## src/rtl/key_bounce_gen_pkg.sv

```systemverilog
// Shared key-handling constants: FSM states, LFSR geometry and seed.
// Imported by the key bounce generator and its LFSR.
package key_bounce_gen_pkg;

    typedef enum logic [1:0] {
        ST_IDLE,
        ST_PRESS_BOUNCE,
        ST_HOLD,
        ST_REL_BOUNCE
    } key_state_e;

    localparam int PHASE_W = 24;
    localparam int GAP_W   = 8;
    localparam int LFSR_W  = 16;

    // x^16+x^14+x^13+x^11+1, right-shifting form: taps at bits 0,2,3,5
    localparam logic [LFSR_W-1:0] LFSR_TAPS     = 16'h002D;
    localparam logic [LFSR_W-1:0] LFSR_SEED_DEF = 16'hACE1;

    function automatic logic [LFSR_W-1:0] lfsr_step(
        input logic [LFSR_W-1:0] s
    );
        return {^(s & LFSR_TAPS), s[LFSR_W-1:1]};
    endfunction

endpackage

```

## src/rtl/key_bounce_gen_lfsr16.sv

```systemverilog
// 16-bit Fibonacci LFSR, free-running from reset.
// A nonzero seed keeps it off the all-zero lock-up state.
module lfsr16
    import key_bounce_gen_pkg::*;
#(
    parameter logic [LFSR_W-1:0] SEED = LFSR_SEED_DEF
) (
    input  logic              sys_clk,
    input  logic              sys_rst_n,
    output logic [LFSR_W-1:0] state
);

    always_ff @(posedge sys_clk or negedge sys_rst_n) begin
        if (!sys_rst_n) begin
            state <= SEED;
        end else begin
            state <= lfsr_step(state);
        end
    end

endmodule

```

## src/rtl/key_bounce_gen.sv

```systemverilog
// Mechanical key emulator: bouncy press, stable hold, bouncy release.
// One press_req in IDLE runs one full sequence ending in a done pulse.
module key_bounce_gen
    import key_bounce_gen_pkg::*;
#(
    parameter logic [PHASE_W-1:0] BOUNCE_TIME_CNT = 24'd200_000,
    parameter logic [PHASE_W-1:0] HOLD_TIME_CNT   = 24'd5_000_000,
    parameter logic [LFSR_W-1:0]  LFSR_SEED       = LFSR_SEED_DEF
) (
    input  logic sys_clk,
    input  logic sys_rst_n,
    input  logic press_req,
    output logic key_sim,
    output logic busy,
    output logic done
);

    localparam logic [PHASE_W-1:0] BOUNCE_LAST = BOUNCE_TIME_CNT - PHASE_W'(1);
    localparam logic [PHASE_W-1:0] HOLD_LAST   = HOLD_TIME_CNT - PHASE_W'(1);

    key_state_e         state_q;
    key_state_e         state_d;
    logic [PHASE_W-1:0] phase_q;
    logic [PHASE_W-1:0] phase_d;
    logic [GAP_W-1:0]   gap_q;
    logic [GAP_W-1:0]   gap_d;
    logic [GAP_W-1:0]   gap_next;
    logic               gap_hit;
    logic               key_d;
    logic               busy_d;
    logic               done_d;

    logic [LFSR_W-1:0]       lfsr;
    logic [GAP_W-1:0]        lfsr_lo;
    logic [LFSR_W-GAP_W-1:0] lfsr_unused;

    lfsr16 #(
        .SEED (LFSR_SEED)
    ) u_lfsr (
        .sys_clk   (sys_clk),
        .sys_rst_n (sys_rst_n),
        .state     (lfsr)
    );

    assign {lfsr_unused, lfsr_lo} = lfsr;

    // A loaded gap of g toggles g+1 cycles later: spacing 1..256
    assign gap_hit  = (gap_q == '0);
    assign gap_next = gap_hit ? lfsr_lo : gap_q - GAP_W'(1);

    always_comb begin
        state_d = state_q;
        phase_d = phase_q + PHASE_W'(1);
        gap_d   = gap_q;
        key_d   = key_sim;
        busy_d  = busy;
        done_d  = 1'b0;
        unique case (state_q)
            ST_IDLE: begin
                phase_d = '0;
                key_d   = 1'b1;
                busy_d  = 1'b0;
                if (press_req && !done) begin
                    state_d = ST_PRESS_BOUNCE;
                    key_d   = 1'b0;
                    busy_d  = 1'b1;
                    gap_d   = lfsr_lo;
                end
            end
            ST_PRESS_BOUNCE: begin
                gap_d = gap_next;
                key_d = key_sim ^ gap_hit;
                if (phase_q == BOUNCE_LAST) begin
                    state_d = ST_HOLD;
                    phase_d = '0;
                    key_d   = 1'b0;
                end
            end
            ST_HOLD: begin
                key_d = 1'b0;
                if (phase_q == HOLD_LAST) begin
                    state_d = ST_REL_BOUNCE;
                    phase_d = '0;
                    key_d   = 1'b1;
                    gap_d   = lfsr_lo;
                end
            end
            ST_REL_BOUNCE: begin
                gap_d = gap_next;
                key_d = key_sim ^ gap_hit;
                if (phase_q == BOUNCE_LAST) begin
                    state_d = ST_IDLE;
                    phase_d = '0;
                    key_d   = 1'b1;
                    busy_d  = 1'b0;
                    done_d  = 1'b1;
                end
            end
            default: begin
                state_d = ST_IDLE;
                phase_d = '0;
            end
        endcase
    end

    always_ff @(posedge sys_clk or negedge sys_rst_n) begin
        if (!sys_rst_n) begin
            state_q <= ST_IDLE;
            phase_q <= '0;
            gap_q   <= '0;
            key_sim <= 1'b1;
            busy    <= 1'b0;
            done    <= 1'b0;
        end else begin
            state_q <= state_d;
            phase_q <= phase_d;
            gap_q   <= gap_d;
            key_sim <= key_d;
            busy    <= busy_d;
            done    <= done_d;
        end
    end

endmodule

```

## config.mk

```make
export PLATFORM = sky130hd
export DESIGN_NAME = key_bounce_gen
export DESIGN_NICKNAME = d
export VERILOG_FILES = /design/src/rtl/key_bounce_gen_pkg.sv /design/src/rtl/key_bounce_gen_lfsr16.sv /design/src/rtl/key_bounce_gen.sv
export SDC_FILE = /design/constraint.sdc
export NUM_CORES = 1
export LEC_CHECK = 0
export ABC_AREA = 1
export BUFFER_PORTS_ARGS = -buffer_cell sky130_fd_sc_hd__buf_2
export CORE_UTILIZATION = 65
export CTS_CLUSTER_SIZE = 20
export DETAILED_ROUTE_END_ITERATION = 8
export PLACE_DENSITY = 0.84
export SYNTH_ARGS = -nofsm -noshare
export SYNTH_HDL_FRONTEND = slang
export SYNTH_SLANG_ARGS = --single-unit
```

## constraint.sdc

```tcl
create_clock -name sys_clk -period 2.8 [get_ports sys_clk]
set_clock_uncertainty 0.05 [all_clocks]
set_input_delay 0.28 -clock sys_clk [delete_from_list [all_inputs] [get_ports sys_clk]]
set_output_delay 0.28 -clock sys_clk [all_outputs]
set_load 0.02 [all_outputs]
```

==> impl_metrics.py, run 1 <==
metrics = {
    "drt": {
        "first_pass_iters": 4,
        "viasPerCell": 5.384,
        "drc": 0,
        "drtAntennaViolNets": 0,
        "routedWlPerCell_um": 12.97,
        "num_vias": 2132,
        "drtIter0Drc": 151,
        "drt-total-wl_um": 5136,
    },
    "critical_path": {
        "startpoint": "phase_q[0]",
        "timing.rr.start": "phase_q[0]",
        "reg2reg_to": "phase_q[11]",
        "end_kind": "register",
        "ff2ff_path_depth": 8,
        "crit_type": "register to register",
        "worstPathRequired_ps": 2940,
        "reg2reg_slack_ps": 860,
        "cp-start-kind": "register",
        "cp_max_fo": 24,
        "cp.arrival_ps": 2080,
    },
    "global_routing": {
        "grt_pass1_wl_um": 8776,
        "grt_pass1_vias": 1979,
        "antenna_found_initial": 0,
        "gr-usage-all-layers_pct": 26.50,
        "grt_max_degree": 36,
        "overflow": 0,
    },
    "timing": {
        "tns_ps": 0,
        "worst_slack_ps": 860.6,
        "hold_violations": 0,
        "tightest_slew_ps": 689.4,
        "fmax_ghz": 0.5156,
        "post-route-min-period_ps": 1939,
        "timing.final.crit_share_pct": 69.26,
        "finalSetupViolCount": 0,
        "max_slew_margin_pct": 53.87,
        "maxSlewViolCount": 0,
        "rsz0062_at_grt": "false",
    },
    "logic_synthesis": {
        "synthCells": 334,
        "post_synth.cell_area_avg_sq_um": 8.182,
        "synthArstFlopShare_pct": 100.0,
        "synth_area_sq_um": 2733,
        "ys_warn_count": 0,
        "yosysUniqueCellTypes": 24,
        "ys.flop_type": "dfrtp_1",
        "synth_most_common_cell": "nand2_1",
        "ys_seq_area_share_pct": 48.95,
        "synthTopCellsByArea": "dfrtp_1 (40%), nand2_1 (11%), dfstp_2 (8.7%)",
        "syn_nets": 345,
        "synth_common_cells": "nand2_1 (81), nor2_1 (62), dfrtp_1 (44)",
        "synth_edf_count": 0,
        "yosys.area.top_type": "dfrtp_1",
        "ys_seq_elements": 53,
        "synth.top_cell.area_share_pct": 40.29,
    },
    "die": {
        "initial_core_util_pct": 67.83,
        "dieArea_sq_um": 4468,
        "rows": 23,
        "core_region_area_sq_um": 4029,
        "num_io_pins": 6,
        "fp.dieW_um": 66.84,
        "die_height_um": 66.84,
    },
    "placed_design": {
        "port_buffers": 5,
        "dp_cells": 387,
        "pre_cts_ws_ps": 865.6,
        "hpwl_um": 3797,
        "gp_congestion": 0.9111,
    },
    "clock_network": {
        "worstSkewPairLatency_ps": 310,
        "cts_buffer_depth": 2,
        "cts_tree": "built",
        "clock-sinks": 53,
        "htreeDepth": 2,
        "ctsResizeCount": 0,
        "cts_root_buffer": "clkbuf_8",
        "clk_pin_slew_ps": 90,
        "cts_buffers": 5,
    },
    "hold_path": {
        "hp-class": "primary input to register",
        "whs_path_depth": 3,
        "min_to": "busy",
        "min-delay-start": "press_req",
    },
    "outcome": {
        "status": "finished, final reports clean",
    },
    "finish": {
        "fin_cells": 396,
        "drive_gt1_share_pct": 10.69,
        "antenna_cells": 0,
        "final_nets": 356,
        "syn_to_final_growth_pct": 6.548,
        "final_util_pct": 72.27,
    },
    "job": {
        "cap_violations": 0,
    },
    "power_and_ir_drop": {
        "finalPower_mw": 2.269,
        "power_density_nw_per_um2": 779.1,
        "p_leak_nw": 1.347,
        "peakVddDrop_mv": 0.6639,
    },
}
state kept, by name (all words and copies together) (netlist names):
| signal | cells |
|---|---|
| gap_q | 8 |
| state_q | 2 |
| key_sim | 1 |
| busy | 1 |
| done | 1 |
| u_lfsr.state | 16 |
| phase_q | 24 |
stage by stage:
| stage | cell area, sq um | hold slack, ps |
|---|---|---|
| after global placement | 2800 | 193.1 |
| after floorplan | 2733 | -65.59 |
| after detailed placement | 2800 | 196.0 |
| final | 2912 | 202.0 |
| after CTS | 2912 | 194.4 |
| after global routing | 2912 | 202.9 |
placed cells by master (no fill, tap or decap), drive strengths merged, types with 7 or more instances in the layout:
| cell | synthesis | layout |
|---|---|---|
| xor2 | 15 | 15 |
| dfstp | 9 | 9 |
| nand3 | 19 | 19 |
| nor3 | 9 | 9 |
| nor2 | 64 | 64 |
| o21ai | 18 | 18 |
| dfrtp | 44 | 44 |
| ha | 8 | 8 |
| nand2 | 87 | 87 |
| nand4 | 12 | 12 |
| clkbuf | 0 | 7 |
| inv | 31 | 31 |
cells by family after synthesis:
family	after synthesis	synth area share [%]
simple gates	195	31.09
flops	53	48.95
fa+ha+maj	8	3.663
buf+inv	35	5.448
xor+xnor	20	6.410
compound gates	23	4.442
how the worst max path moves through the flow:
| stage | cells past startpoint | slack (ps) | end |
|---|---|---|---|
| after CTS | 8 | 850 | phase_q[18] |
| after global routing | 8 | 630 | gap_q[3] |
| after global placement | 8 | 930 | phase_q[20] |
| after detailed placement | 8 | 870 | phase_q[18] |
| after floorplan | 9 | 1200 | phase_q[20] |
| final | 8 | 860 | phase_q[11] |
per-layer routing:
| metal | GRT usage, % | share of wire (%) | vias up |
|---|---|---|---|
| met1 | 35.96 | 49 | 1008 |
| met3 | 5.479 | 3.8 | 7 |
| met2 | 41.79 | 46 | 36 |
| li1 | - | - | 1081 |
| met4 | 9.309 | 1.2 | 0 |
| met5 | 0 | 0 | - |
cell type report:
type | count | area (sq um)
flip-flops and latches | 53 | 1338
multi-input cells | 246 | 1246
inverters | 32 | 121.4
clock inverters | 1 | 5.005
clock buffers | 7 | 96.34
fillers | 310 | 1117
repair buffers | 7 | 42.54
well taps | 50 | 62.56
report_power, final:
group	internal, mW	leakage [nW]	switching, mW
Combinational	0.278	0.597	0.606
Clock	0.224	0.0542	0.240
Sequential	0.857	0.695	0.0630
Total	1.36	1.35	0.909
worst max-delay path: stages, from the launching register on:
cell     delay, ps
dfrtp_1        380
ha_1           190
nand3_1        280
nor3_2         260
nand3_1        140
nand2_2        130
nand2_2         70
nand2_4        210
nor2_1          80
what timing repair did:
| item | 4_1_cts | 5_1_grt |
|---|---|---|
| hold buffers | 1 | 0 |
| hold endpoints to repair | 18 | 0 |
| setup endpoints to repair | 0 | 0 |
| buffers inserted | 0 | 0 |
Power figures use the tool's default switching activity.
==> run 2, diff against run 1 <==
--- a/config.mk
+++ b/config.mk
@@ -7,10 +7,10 @@
 export LEC_CHECK = 0
 export ABC_AREA = 1
 export BUFFER_PORTS_ARGS = -buffer_cell sky130_fd_sc_hd__buf_2
-export CORE_UTILIZATION = 65
+export CORE_UTILIZATION = 62
 export CTS_CLUSTER_SIZE = 20
 export DETAILED_ROUTE_END_ITERATION = 8
-export PLACE_DENSITY = 0.84
+export PLACE_DENSITY = 0.81
 export SYNTH_ARGS = -nofsm -noshare
 export SYNTH_HDL_FRONTEND = slang
 export SYNTH_SLANG_ARGS = --single-unit
==> constraint.sdc (replaced) <==
create_clock -name sys_clk -period 1.85 [get_ports sys_clk]
set_clock_uncertainty 0.05 [all_clocks]
set_input_delay 0.185 -clock sys_clk [delete_from_list [all_inputs] [get_ports sys_clk]]
set_output_delay 0.185 -clock sys_clk [all_outputs]
set_load 0.02 [all_outputs]
==> run 2 against run 1 <==
Against the previous run:
- final cell count grew 1.0%
- combinational power grew 64%
- die area grew 4.7%
- first-iteration DRC count grew 19%
- critical path depth is the same
- fmax grew 14%
==> impl_metrics.py, run 2 (synthesis gave the netlist of run 1 again) <==
metrics = {
    "critical_path": {
        "reg2reg_slack_ps": 150,
        "crit_type": "register to register",
        "end_kind": "register",
        "timing.rr.start": "phase_q[0]",
        "worstPathRequired_ps": 1990,
        "ff2ff_path_depth": 8,
        "cp_max_fo": 24,
        "crit_top_cell": "nand2_2",
        "cp-start-kind": "register",
        "crit_path_max_incr_delay_ps": 380,
        "crit_path_top_delay_cell": "dfrtp_1",
        "reg2reg_to": "phase_q[17]",
        "crit_chain": "ha_1 > nand3_2 > nor3_4 > nand3_1 > nand2_2 > nand2_2 > nand2_8 > nor2_1",
        "cp.arrival_ps": 1840,
    },
    "finish": {
        "layout_commonest_cell": "nand2_1",
        "layout_common_cells": "nand2_1 (81), nor2_1 (61), dfrtp_1 (44)",
        "largest_reg_flops": 24,
        "top_register": "phase_q",
        "syn_to_final_growth_pct": 8.883,
        "final_nets": 360,
        "antenna_cells": 0,
        "drive_gt1_share_pct": 12.29,
        "final_util_pct": 72.30,
        "largestRegisters": "phase_q x24, u_lfsr.state x16, gap_q x8",
    },
    "die": {
        "num_io_pins": 6,
        "dieArea_sq_um": 4677,
        "die_height_um": 68.39,
        "fp.dieW_um": 68.39,
        "core_region_area_sq_um": 4115,
        "rows": 23,
        "initial_core_util_pct": 66.40,
    },
    "global_routing": {
        "grt_pass1_vias": 1978,
        "met2_usage_pct": 38.48,
        "antenna_found_initial": 0,
        "grtUsageMet3_pct": 4.500,
        "gr-usage-all-layers_pct": 25.72,
        "overflow": 0,
        "busiest_layer": "met2",
        "grt_pass1_wl_um": 8811,
        "grt_max_degree": 30,
        "gr-usage-met1_pct": 37.86,
    },
    "clock_network": {
        "cts_buffer_depth": 2,
        "cts_tree": "built",
        "clock-sinks": 53,
        "htreeDepth": 2,
        "cts_root_buffer": "clkbuf_8",
        "clk_pin_slew_ps": 100,
        "worstSkewPairLatency_ps": 300,
        "cts_buffers": 5,
    },
    "timing": {
        "worst_slack_ps": 148.2,
        "finalSetupViolCount": 0,
        "timing.final.crit_share_pct": 91.99,
        "hold_violations": 0,
        "fmax_ghz": 0.5876,
        "maxSlewViolCount": 0,
        "post-route-min-period_ps": 1702,
        "max_slew_margin_pct": 62.79,
        "tightest_slew_ps": 558.1,
        "tns_ps": 0,
        "rsz0062_at_grt": "false",
    },
    "placed_design": {
        "port_buffers": 5,
        "pre_cts_ws_ps": 34.58,
        "hpwl_um": 3821,
        "gp_congestion": 0.8777,
    },
    "drt": {
        "num_vias": 2142,
        "drc": 0,
        "viasPerCell": 5.355,
        "first_pass_iters": 4,
        "drtAntennaViolNets": 0,
        "drt-total-wl_um": 5135,
        "drtIter0Drc": 179,
        "routedWlPerCell_um": 12.84,
    },
    "hold_path": {
        "min_to": "busy",
        "min-delay-start": "press_req",
        "whs_path_depth": 3,
        "hp-class": "primary input to register",
    },
    "power_and_ir_drop": {
        "power_density_nw_per_um2": 1178,
        "p_leak_nw": 1.366,
        "peakVddDrop_mv": 1.136,
    },
    "job": {
        "cap_violations": 0,
    },
    "outcome": {
        "status": "finished, final reports clean",
    },
}
-- run 2: report_power, final --
group	internal [mW]	switching, mW	total [mW]
Clock	0.274	0.385	0.659
Combinational	0.485	0.969	1.45
Sequential	1.30	0.0951	1.39
Total	2.06	1.45	3.50
-- run 2: per-layer routing --
layer | vias up | routed length, um
met5 | - | 0
met4 | 0 | 27
met3 | 2 | 188
met2 | 39 | 2409
met1 | 1013 | 2508
li1 | 1088 | -
-- run 2: layout make-up --
cell class                 count  area (sq um)
inverter                      32         122.6
clock buffer                   5         68.82
clock inverter                 3         25.02
multi-input combinational    246          1274
tap                           50         62.56
sequential                    53          1338
fill                         309          1140
timing repair buffer          11         85.08
-- run 2: worst max-delay path by stage --
stage                     from          end  slack (ps)  cells past startpoint
floorplan           phase_q[0]  phase_q[20]         250                      9
global placement    phase_q[0]  phase_q[23]         110                      8
detailed placement    gap_q[0]     gap_q[3]          30                      9
CTS                   gap_q[0]     gap_q[3]          30                      9
global route        phase_q[2]  phase_q[23]           5                      8
finish              phase_q[0]  phase_q[17]         150                      8
-- run 2: worst max-delay path: cells and delay by family (launching register included) --
family        cells  cell delay (ps)
simple gates      7              960
flops             1              380
fa+ha+maj         1              200
-- run 2: repair_timing --
item | CTS | global route
endpoints found under the setup margin | 0 | 32
resized for setup | 0 | 6
hold endpoints to repair | 20 | 0
setup buffers | 0 | 1
hold buffers | 1 | 0
-- run 2: per-stage QoR --
step	area [sq um]	total power, mW	std cells	hold WS, ps
2_1_floorplan	2733	2.513	334	-160.6
3_3_place_gp	2835	2.745	390	156.4
3_5_place_dp	2835	2.785	390	155.0
4_1_cts	2939	3.459	399	122.2
5_1_grt	2975	3.838	400	169.3
6_report	2975	3.505	400	124.1
